--- config.mk ---
export PLATFORM = sky130hd
export DESIGN_NAME = unity_decoder_pipe
export DESIGN_NICKNAME = d
export VERILOG_FILES = /design/src/rtl/unity_decoder_pipe.sv
export SDC_FILE = /design/constraint.sdc
export NUM_CORES = 1
export LEC_CHECK = 0
export CAP_MARGIN = 20
export CORE_MARGIN = 1.5
export CORE_UTILIZATION = 46
export DETAILED_ROUTE_END_ITERATION = 10
export GPL_TIMING_DRIVEN = 0
export PLACE_DENSITY = 0.8
export SLEW_MARGIN = 0
export SYNTH_ARGS = -nofsm -noshare
export SYNTH_HDL_FRONTEND = slang
export SYNTH_SLANG_ARGS = --single-unit
export TNS_END_PERCENT = 20
--- constraint.sdc ---
create_clock -name clk -period 4.71 [get_ports clk]
set_clock_uncertainty 0.2 [all_clocks]
set_input_delay 0.942 -clock clk [delete_from_list [all_inputs] [get_ports clk]]
set_output_delay 0.942 -clock clk [all_outputs]
set_load 0.01 [all_outputs]
--- src/rtl/unity_decoder_pipe.sv ---
// unity_decoder_pipe: three-stage single-symbol-correcting decoder for the
// 80-bit Unity RS(10,8) codeword over GF(2^8), poly x^8+x^6+x^4+x^3+x^2+x+1.
// Stage A computes syndromes, stage B classifies the error, and stage C
// applies the correction. All stages advance together on one shared enable.
// Saturating RAS counters track corrected and uncorrectable deliveries.
module unity_decoder_pipe #(
    parameter int CNT_W = 16
) (
    input  logic             clk,
    input  logic             rst,
    input  logic             in_valid,
    output logic             in_ready,
    input  logic [79:0]      codeword_in,
    output logic             out_valid,
    input  logic             out_ready,
    output logic [63:0]      data_out,
    output logic [1:0]       status,
    output logic [3:0]       err_pos,
    output logic [CNT_W-1:0] ce_count,
    output logic [CNT_W-1:0] due_count,
    input  logic             cnt_clear
);

    // Parity-check columns for D0..D7, with D0 in the most significant byte.
    localparam logic [63:0] H1_VEC = 64'hE3B4E52A35389C7E;
    localparam logic [63:0] H2_VEC = 64'h24E230676D3C81A4;

    localparam logic [1:0] ST_CLEAN = 2'b00;
    localparam logic [1:0] ST_DATA  = 2'b01;
    localparam logic [1:0] ST_PAR   = 2'b10;
    localparam logic [1:0] ST_DUE   = 2'b11;

    // GF(2^8) multiply. Every call site has one constant operand, so each
    // call reduces to a fixed XOR network.
    function automatic logic [7:0] gf_mul(input logic [7:0] a, input logic [7:0] b);
        logic [7:0] r;
        logic [7:0] p;
        r = 8'h00;
        p = a;
        for (int k = 0; k < 8; k++) begin
            if (b[k]) r = r ^ p;
            p = {p[6:0], 1'b0} ^ (p[7] ? 8'h5F : 8'h00);
        end
        return r;
    endfunction

    // Inverse computed as a^254. It is only ever applied to constants.
    function automatic logic [7:0] gf_inv(input logic [7:0] a);
        logic [7:0] r;
        logic [7:0] p;
        r = 8'h01;
        p = a;
        for (int k = 1; k < 8; k++) begin
            p = gf_mul(p, p);
            r = gf_mul(r, p);
        end
        return r;
    endfunction

    logic             adv;
    logic             a_vld_q;
    logic [7:0]       a_s1_q, a_s2_q;
    logic [63:0]      a_data_q;
    logic             b_vld_q;
    logic [1:0]       b_cls_q;
    logic [3:0]       b_pos_q;
    logic [7:0]       b_e_q;
    logic [63:0]      b_data_q;
    logic             out_valid_q;
    logic [63:0]      data_out_q;
    logic [1:0]       status_q;
    logic [3:0]       err_pos_q;
    logic [CNT_W-1:0] ce_count_q, due_count_q;

    logic [7:0]       s1_d, s2_d;
    logic [1:0]       cls_d;
    logic [3:0]       pos_d;
    logic [7:0]       e_d;
    logic [7:0]       match;
    logic [3:0]       hit_pos;
    logic [7:0]       hit_e;
    logic [63:0]      data_corr;
    logic             hs;

    assign adv      = !out_valid_q || out_ready;
    assign in_ready = adv;
    assign hs       = out_valid_q && out_ready;

    // Syndromes of the incoming codeword.
    always_comb begin
        s1_d = codeword_in[15:8];
        s2_d = codeword_in[7:0];
        for (int i = 0; i < 8; i++) begin
            s1_d = s1_d ^ gf_mul(codeword_in[79-8*i -: 8], H1_VEC[63-8*i -: 8]);
            s2_d = s2_d ^ gf_mul(codeword_in[79-8*i -: 8], H2_VEC[63-8*i -: 8]);
        end
    end

    // Classify from the stage A syndromes. A data error at i gives S2 = S1*h1i.
    always_comb begin
        match   = 8'h00;
        hit_pos = 4'hF;
        hit_e   = 8'h00;
        cls_d   = ST_CLEAN;
        pos_d   = 4'hF;
        e_d     = 8'h00;
        for (int i = 0; i < 8; i++) begin
            if (gf_mul(a_s1_q, H1_VEC[63-8*i -: 8]) == a_s2_q) begin
                match[i] = 1'b1;
                hit_pos  = 4'(i);
                hit_e    = gf_mul(a_s1_q, gf_inv(H1_VEC[63-8*i -: 8]));
            end
        end
        if (a_s1_q == 8'h00 && a_s2_q == 8'h00) begin
            cls_d = ST_CLEAN;
        end else if (a_s2_q == 8'h00) begin
            cls_d = ST_PAR;
            pos_d = 4'd8;
        end else if (a_s1_q == 8'h00) begin
            cls_d = ST_PAR;
            pos_d = 4'd9;
        end else if (match != 8'h00 && (match & (match - 8'h01)) == 8'h00) begin
            cls_d = ST_DATA;
            pos_d = hit_pos;
            e_d   = hit_e;
        end else begin
            cls_d = ST_DUE;
        end
    end

    // Apply the error value to the located data symbol. DUE and parity-only
    // errors pass the data through untouched.
    always_comb begin
        data_corr = b_data_q;
        for (int i = 0; i < 8; i++) begin
            if (b_cls_q == ST_DATA && b_pos_q == 4'(i)) begin
                data_corr[63-8*i -: 8] = b_data_q[63-8*i -: 8] ^ b_e_q;
            end
        end
    end

    // Pipeline stages and counters. A stall freezes every stage at once.
    always_ff @(posedge clk) begin
        if (rst) begin
            a_vld_q     <= 1'b0;
            a_s1_q      <= '0;
            a_s2_q      <= '0;
            a_data_q    <= '0;
            b_vld_q     <= 1'b0;
            b_cls_q     <= ST_CLEAN;
            b_pos_q     <= 4'hF;
            b_e_q       <= '0;
            b_data_q    <= '0;
            out_valid_q <= 1'b0;
            data_out_q  <= '0;
            status_q    <= ST_CLEAN;
            err_pos_q   <= 4'hF;
            ce_count_q  <= '0;
            due_count_q <= '0;
        end else begin
            if (adv) begin
                a_vld_q     <= in_valid;
                if (in_valid) begin
                    a_s1_q   <= s1_d;
                    a_s2_q   <= s2_d;
                    a_data_q <= codeword_in[79:16];
                end
                b_vld_q     <= a_vld_q;
                if (a_vld_q) begin
                    b_cls_q  <= cls_d;
                    b_pos_q  <= pos_d;
                    b_e_q    <= e_d;
                    b_data_q <= a_data_q;
                end
                out_valid_q <= b_vld_q;
                if (b_vld_q) begin
                    data_out_q <= data_corr;
                    status_q   <= b_cls_q;
                    err_pos_q  <= b_pos_q;
                end
            end
            if (cnt_clear) begin
                ce_count_q  <= '0;
                due_count_q <= '0;
            end else if (hs) begin
                if ((status_q == ST_DATA || status_q == ST_PAR) && ce_count_q != '1)
                    ce_count_q <= ce_count_q + CNT_W'(1);
                if (status_q == ST_DUE && due_count_q != '1)
                    due_count_q <= due_count_q + CNT_W'(1);
            end
        end
    end

    assign out_valid = out_valid_q;
    assign data_out  = data_out_q;
    assign status    = status_q;
    assign err_pos   = err_pos_q;
    assign ce_count  = ce_count_q;
    assign due_count = due_count_q;

endmodule

Yosys cells after proc, flatten, opt, wreduce, memory -nomap -nowiden. Cells that the tools add are included.

Reduce and logical (&&, ||, !) cells: 27. Mux-type cells: 2593. Add/subtract/negate cells: 3. Shift operators: 0. Equality and inequality tests: 21. Bitwise logic cells: 1635. Order comparisons: 0. $mul: 0. Div/mod/pow operators: 0.

Operator list (count): $mux W8 (1782); $xor A8 B8 Y8 (821); $xor A8 B7 Y8 (731); $mux W7 (739); $mux W4 (20); $eq A8 B8 Y1 (8); $not A1 Y1 (56); $mux W6 (8); $mux W5 (8); $not A4 Y4 (9); $add A16 B1 Y16 const B (2); $ne A16 B16 Y1 const B (2); $logic_not A8 Y1 (3); $mux W2 (12); $mux W3 (8); $not A5 Y5 (4); $not A3 Y3 (6); $not A6 Y6 (3); $eq A4 B3 Y1 const B (4); $mux W1 (16); $logic_and A1 B1 Y1 (13); $reduce_and A2 Y1 (5); $and A8 B8 Y8 (1); $eq A4 B2 Y1 const B (2); other kinds (10) (16).

Latch bits: 0. Output and inout port bits: 104. Flip-flop bits (word level): 263. Memories: 0. Word-level logic and storage cells: 4294. RAM bits: 0. ROM bits: 0.

Longest topological paths before layout. Gate-level depths: netlist (run 1).

Depth in word-level cells: 220. Mapped depth: 18.

Least setup slack after synthesis (run 1). OpenSTA, ideal clock, no wires.

Path type: register -> register. From: register a_s1_q[7]. To: register b_e_q[2]. Data required time: 4.393 ns. Setup time: 0.117 ns. Arrival: 4.100 ns. Stages on the path, launching flop included: 16. Clock period less this slack: 4.418 ns. Setup slack: 0.292 ns. Cells stage by stage: dfxtp_1 buf_2 buf_2 inv_1 ha_1 buf_2 xnor2_1 xnor3_1 or3_1 a2111o_1 a2111oi_4 nand2b_2 mux2_1 nand2_1 a21boi_4 a32o_1.

Word-level cells in the longest chain between the ends: 34. Elaborated cells between the ends (all ways): 232. Those cells by class: 1 x add/sub; 8 x eq/ne; 129 x mux; 89 x bitwise; 5 x reduce/logical.

RTL lines: start, declared (RTL line 62) `logic [7:0] a_s1_q, a_s2_q;`; start signal, assigned (RTL line 146) `a_s1_q <= '0;`; start signal, assigned (RTL line 164) `a_s1_q <= s1_d;`; $mux W7 (RTL line 42) `p = {p[6:0], 1'b0} ^ (p[7] ? 8'h5F : 8'h00);`; $xor A8 B7 Y8 (RTL line 42); $xor A8 B8 Y8 (RTL line 41) `if (b[k]) r = r ^ p;`; $mux W8 (RTL line 41); $mux W8 (RTL line 108) `if (gf_mul(a_s1_q, H1_VEC[63-8*i -: 8]) == a_s2_q) begin`; $xor A8 B8 Y8 (RTL line 41); $mux W8 (RTL line 41); $mux W8 (RTL line 108); [... 11 more ...]; $mux W8 (RTL line 108); $xor A8 B8 Y8 (RTL line 41); $mux W8 (RTL line 41); $mux W8 (8 in series) (RTL line 108); $mux W8 (RTL line 122) `end else if (match != 8'h00 && (match & (match - 8'h01)) == 8'h00) begin`; $mux W8 (RTL line 119) `end else if (a_s1_q == 8'h00) begin`; $mux W8 (RTL line 116) `end else if (a_s2_q == 8'h00) begin`; $mux W8 (*) (RTL line 114) `if (a_s1_q == 8'h00 && a_s2_q == 8'h00) begin`; end signal, assigned (RTL line 152) `b_e_q <= '0;`; end signal, assigned (RTL line 172) `b_e_q <= e_d;`; end, declared (RTL line 67) `logic [7:0] b_e_q;`.

Mark *: on every way between the ends. The rest lies on a longest branch, timed or not. The select of a mux whose other input is x is not followed. A chain may end at the register's enable or synchronous reset.

Worst setup path in the final report (run 1).
From: register a_s1_q[6]. To: register b_pos_q[2].

Word-level cells in the longest chain between the ends: 24. Elaborated cells between the ends (all ways): 71. Those cells by class: 1 x add/sub; 8 x eq/ne; 24 x mux; 33 x bitwise; 5 x reduce/logical.

RTL lines: parallel branches: the longest is 23 deep, another holds $xor A8 B7 Y8; $mux W4 (*) (RTL line 114); end signal, assigned (RTL line 171) `b_pos_q <= pos_d;`; end, declared (RTL line 66) `logic [3:0] b_pos_q;`.

Mark *: on every way between the ends.

==> impl_metrics.tcl, run 1 <==
set metrics [dict create \
    antenna_found_initial 0 \
    die_y_um 193.4 \
    critPathMaxFanout 10 \
    vias_per_cell 5.477 \
    design_area_sq_mm 0.02002 \
    maxCapViolations 0 \
    dpl_cell_area_sq_mm 0.01888 \
    diodes 0 \
    drt_iter0_drc 1343 \
    drc_errors 14 \
    total_power_w 0.01268 \
    dieArea_sq_mm 0.03738 \
    clock.fmax_mhz 220.7 \
    cp_slowest_cell "or4_4" \
    ir_worst_vdd_v 0.0002882 \
    async_flop_share 0 \
    pre_cts_ws_ns -0.6776 \
    power.leakage_nw 6.698 \
    layout-drive-gt1-share 0.05509 \
    synth.distinct_cells 74 \
    path_cells "buf_8 > inv_1 > ha_1 > buf_2 > xnor2_4 > xnor3_1 > or3_1 > a311oi_2 > a2111oi_4 > buf_4 > buf_4 > nand2b_1 > or4_4 > a2111oi_4 > a21oi_1" \
    synth_edf_count 0 \
    dp_cells 2656 \
    power_frac_seq 0.194 \
    grt_pass1_wl_mm 83.78 \
    syn_avg_cell_area_sq_um 8.206 \
    post-route-period-util 0.9619 \
    io_buffers 163 \
    multi_input_area_sq_mm 0.01090 \
    stdcell_count 2712 \
    start_util 0.4675 \
    hold_path_class "flop to flop" \
    vias 14850 \
    wirelength_mm 56.50 \
    slowest_delay_ns 0.53 \
    gr-total-overflow 0 \
    switching_power_w 0.005581 \
    fin_nets 2322 \
    clkPwrFrac 0.165 \
    fp.coreArea_sq_mm 0.03566 \
    p_per_area_mw_per_mm2 633.1 \
    startpoint_type "flop" \
    clockBufferDepth 3 \
    ctsHoldBuffers 0 \
    finalCriticalPeriod_ns 4.530 \
    drt-pass1-iter-count 10 \
    path_class "flop to flop" \
    ys_ff_latch 263 \
    most-common-layout-cells "xnor2_1, nand2_1, dfxtp_1" \
    place_congestion 0.9751 \
    maxSlewHeadroom 0.3228 \
    max_slew.worst_pin.slew_ns 1.009 \
    finalSetupViolations 0 \
    cp.arrival_ns 4.73 \
    slew_viol_final 0 \
    htreeDepth 1 \
    syn_area_sq_mm 0.01667 \
    yosysWarnings 0 \
    synth.net_count 2121 \
    r2r_slack_ns 0.18 \
    setup_ws_ns 0.1796 \
    combPwrFrac 0.641 \
    cts_buffers 26 \
    grt_pass1_vias 14050 \
    syn_inst 2031 \
    violations "design-rule violations" \
    layout_commonest_cell "xnor2_1" \
    clkLatencyLatePin_ns 0.53 \
    synth_seq_area_share 0.3159 \
    synth_ff_type "dfxtp_1" \
    hold_violations 0 \
    status "finished, violations left" \
    required_ns 4.91 \
    numClockSinks 263 \
    wl_per_cell_um 20.83 \
    cts_tree "done" \
    area_growth_pct 20.13 \
    internal_power_w 0.007096 \
    track_usage 0.2899 \
    cts-root-buf "clkbuf_16" \
    grt_max_degree 15 \
    io_pins 189 \
    worst_setup_path_end_kind "flop" \
    regArea_sq_mm 0.005266 \
    dp_hpwl_mm 43.48 \
    netSwitchingFraction 0.4403 \
    fillers 3242 \
    die_x_um 193.4 \
    drtAntennaViolNets 0 \
    rows 69 \
    clk_pin_slew_ns 0.06 \
]
stage by stage:
stage | hold WS [ns] | TNS (ns) | utilization
4_1_cts | 0.2545 | -0.008952 | 0.5582
2_1_floorplan | 0.2321 | 0 | -
3_3_place_gp | 0.2426 | -7.729 | 0.5294
3_5_place_dp | 0.2465 | -8.259 | 0.5296
5_1_grt | 0.2739 | -0.003689 | 0.5616
6_report | 0.2550 | 0 | 0.5616
worst max-delay path, delay by kind of cell (launching register included):
kind	cells	cell delay [ns]
buf+inv	5	0.86
fa+ha+maj	1	0.32
flops	1	0.39
simple gates	3	1.05
xor+xnor	2	0.66
compound gates	4	0.91
power groups by stage:
stage | logic (W) | registers, W | clock network, W
global placement | 0.00764 | 0.00249 | 0
global route | 0.00865 | 0.00246 | 0.00217
floorplan | 0.00591 | 0.00249 | 0
CTS | 0.00789 | 0.00245 | 0.00209
detailed placement | 0.00768 | 0.00250 | 0
finish | 0.00813 | 0.00246 | 0.00209
state kept, by name, indices dropped and copies added (netlist names), 2 cells and up:
signal and cells:
data_out 64, a_s1_q 8, b_pos_q 4, status 2, ce_count 16, b_data_q 64
b_e_q 8, a_data_q 64, err_pos 4, a_s2_q 8, b_cls_q 2, due_count 16
layer usage:
metal / global-route usage / vias to the layer above / wire length (um)
li1: - / 7027 / -
met1: 0.3947 / 7013 / 24340
met2: 0.4588 / 676 / 25320
met3: 0.04358 / 138 / 4575
met4: 0.1207 / 0 / 2262
met5: 0 / - / 0
Yosys cell counts (all sizes together) (5+ instances only):
master | n | area, sq um
and3 | 7 | 43.79
xnor2 | 421 | 3826
a21oi | 164 | 820.8
nand2 | 394 | 1479
nor2b | 12 | 75.07
a211o | 6 | 52.55
mux2i | 12 | 120.1
nand2b | 7 | 53.80
nor2 | 139 | 521.8
o21ai | 19 | 95.09
o221ai | 7 | 61.31
nor4 | 6 | 52.55
xnor3 | 9 | 203.9
xor2 | 199 | 1795
nor3 | 12 | 60.06
o22ai | 6 | 43.79
clkbuf | 115 | 431.7
and2 | 8 | 50.05
ha | 5 | 62.56
buf | 33 | 187.7
or3 | 12 | 75.07
dfxtp | 263 | 5265
nand4 | 15 | 93.84
inv | 15 | 56.30
a211oi | 70 | 525.5
nand3 | 21 | 105.1
cells by family (layout without fill, tap and decap cells):
logic type / after synthesis / in the layout / synth area share
compound gates: 309 / 309 / 0.1179
simple gates: 647 / 647 / 0.1632
mux: 14 / 14 / 0.008558
flops: 263 / 263 / 0.3159
buf+inv: 163 / 383 / 0.04054
fa+ha+maj: 6 / 6 / 0.004354
xor+xnor: 629 / 629 / 0.3495
final cells by class:
| class | instances | share of cell area |
|---|---|---|
| Multi-Input combinational cell | 1605 | 0.5446 |
| Buffer | 148 | 0.03231 |
| Sequential cell | 263 | 0.2630 |
| Clock inverter | 8 | 0.004124 |
| Tap cell | 461 | 0.02881 |
| Inverter | 15 | 0.002999 |
| Timing Repair Buffer | 173 | 0.08523 |
| Clock buffer | 39 | 0.03893 |
worst paths after layout:
kind | startpoint | endpoint | cells after the start
worst min register to register | a_data_q[40] | b_data_q[40] | 2
worst max-delay path | a_s1_q[6] | b_pos_q[2] | 15
worst max register to register | a_s1_q[6] | b_pos_q[2] | 15
worst min-delay path | a_data_q[40] | b_data_q[40] | 2
timing repair:
item | CTS | global route
gates resized for setup | 19 | 20
setup endpoints to repair | 13 | 13
setup buffers | 5 | 4
pin swaps | 3 | 5
Power figures use the tool's default switching activity.
==> run 2, diff against run 1 <==
Settings changed: CORE_MARGIN 1.5 to 1, CTS_BUF_LIST set to sky130_fd_sc_hd__clkbuf_4 sky130_fd_sc_hd__clkbuf_8.
==> run 2 against run 1 <==
  * The run now ends clean
  * Flip-flop and latch count did not move
  * Sequential power barely moved
  * Non-clock buffer count fell by 2
  * Cell area fell by 0.19%
  * Combinational power rose by 1%
  * Clock power fell by 3%
  * Hold slack got worse by 0.0047 ns
  * Fmax fell by 1.1%
  * Worst setup slack got worse by 0.051 ns
  * Clock-buffer cell count rose by 23
  * Largest power group unchanged
==> impl_metrics.tcl, run 2 (synthesis results as in run 1) <==
set metrics [dict create \
    status "completed" \
    max_slew.worst_pin.slew_ns 1.068 \
    place_congestion 0.9609 \
    clockBufferDepth 3 \
    drt-pass1-iter-count 8 \
    hold_violations 0 \
    clkLatencyLatePin_ns 0.56 \
    r2r-end "b_pos_q[2]" \
    most-common-layout-cells "xnor2_1, nand2_1, dfxtp_1" \
    drt_iter0_drc 1295 \
    finalCriticalPeriod_ns 4.581 \
    path_cells "buf_4 > buf_6 > inv_1 > ha_1 > buf_2 > xnor2_4 > buf_12 > xnor3_1 > or3_1 > a311oi_2 > a2111oi_4 > nand2b_1 > or4_1 > a2111oi_2 > a21oi_1" \
    die_y_um 192.4 \
    numClockSinks 263 \
    io_pins 189 \
    hold_path_class "flop to flop" \
    post-route-period-util 0.9727 \
    io_buffers 163 \
    clock.fmax_mhz 218.3 \
    ir_worst_vdd_v 0.0004034 \
    cts_tree "done" \
    cts-root-buf "clkbuf_8" \
    worst_setup_path_end_kind "flop" \
    maxSlewHeadroom 0.2832 \
    dp_hpwl_mm 43.02 \
    cp.arrival_ns 4.81 \
    finalSetupViolations 0 \
    cts_buffers 43 \
    wl_per_cell_um 20.53 \
    vias_per_cell 5.444 \
    setup_ws_ns 0.1285 \
    slew_viol_final 0 \
    diodes 0 \
    rsz0062_at_grt "true" \
    grt_pass1_wl_mm 82.92 \
    area_growth_pct 19.91 \
    ctsHoldBuffers 0 \
    grt_max_degree 13 \
    htreeDepth 2 \
    setup-tns-final_ns 0 \
    grt_pass1_vias 14130 \
    r2r_start "a_s1_q[7]" \
    rows 69 \
    layout_commonest_cell "xnor2_1" \
    drc_errors 0 \
    drtAntennaViolNets 0 \
    wirelength_mm 56.12 \
    required_ns 4.94 \
    pre_cts_ws_ns -0.6475 \
    vias 14890 \
    startpoint_type "flop" \
    hold_path_end "b_data_q[63]" \
    power.leakage_nw 6.710 \
    worstHoldStart "a_data_q[63]" \
    antenna_found_initial 0 \
    start_util 0.4686 \
    slowest_delay_ns 0.56 \
    gr-total-overflow 0 \
    critPathMaxFanout 10 \
    maxCapViolations 0 \
    p_per_area_mw_per_mm2 635.6 \
    fin_nets 2337 \
    fp.coreArea_sq_mm 0.03557 \
    clk_pin_slew_ns 0.06 \
    track_usage 0.2962 \
    worstRegToRegCells 15 \
    path_class "flop to flop" \
    min_path_cells 2 \
    layout-drive-gt1-share 0.06467 \
    dieArea_sq_mm 0.03700 \
    cp_slowest_cell "or4_1" \
    r2r_slack_ns 0.13 \
    die_x_um 192.4 \
]
==> run 2: repair_timing <==
| item | CTS | global route |
|---|---|---|
| endpoints found under the setup margin | 13 | 13 |
| resized for setup | 18 | 11 |
| buffers inserted | 2 | 7 |
| pin swaps | 2 | 5 |
==> run 2: worst max-delay path, delay by kind of cell, from the launching register on <==
kind                     cells  cell delay, ns
adder cells (fa/ha/maj)      1            0.30
flip-flops                   1            0.30
XOR/XNOR                     2            0.62
AND/OR/NAND/NOR              3            1.11
AO/OA/AOI/OAI                4            0.99
buffers and inverters        5            0.92
==> run 2: through the flow <==
step                hold slack, ns    util  cells  total power, W  area, sq um
detailed placement          0.2454  0.5307   2655         0.01019        18880
CTS                         0.2481  0.5579   2728         0.01229        19840
global route                0.2637  0.5619   2734         0.01327        19990
floorplan                   0.2321       -   2031        0.008400        16670
global placement            0.2441  0.5307   2655         0.01014        18880
finish                      0.2503  0.5619   2734         0.01270        19990
==> run 2: metal layers <==
layer / GRT usage / routed length, um / vias to the layer above
met2: 0.4786 / 25500 / 687
li1: - / - / 7038
met3: 0.04092 / 4424 / 134
met5: 0 / 0 / -
met4: 0.1030 / 1902 / 0
met1: 0.4021 / 24290 / 7026
==> run 2: layout make-up <==
class | instances | area, sq um
buffer | 147 | 631.9
clock buffer | 62 | 772.0
clock inverter | 9 | 90.09
fill | 3216 | 15580
inverter | 15 | 56.30
multi-input combinational | 1605 | 10870
sequential | 263 | 5265
tap | 461 | 576.8
timing repair buffer | 172 | 1724
==> run 2: how the worst max path moves through the flow <==
| stage | start | endpoint | slack [ns] | depth (start not counted) |
|---|---|---|---|---|
| 4_1_cts | a_s1_q[7] | b_e_q[7] | 0.006 | 18 |
| 6_report | a_s1_q[7] | b_pos_q[2] | 0.13 | 15 |
| 3_5_place_dp | a_s1_q[7] | b_e_q[2] | -0.65 | 15 |
| 2_1_floorplan | a_s1_q[7] | b_e_q[2] | 0.29 | 15 |
| 3_3_place_gp | a_s1_q[7] | b_e_q[5] | -0.66 | 15 |
| 5_1_grt | a_s1_q[7] | b_pos_q[1] | -0.03 | 17 |
==> run 2: power by group <==
part | switching (W) | internal [W]
clock | 0.000911 | 0.00111
combinational | 0.00464 | 0.00358
sequential | 0.0000885 | 0.00237
total | 0.00564 | 0.00706
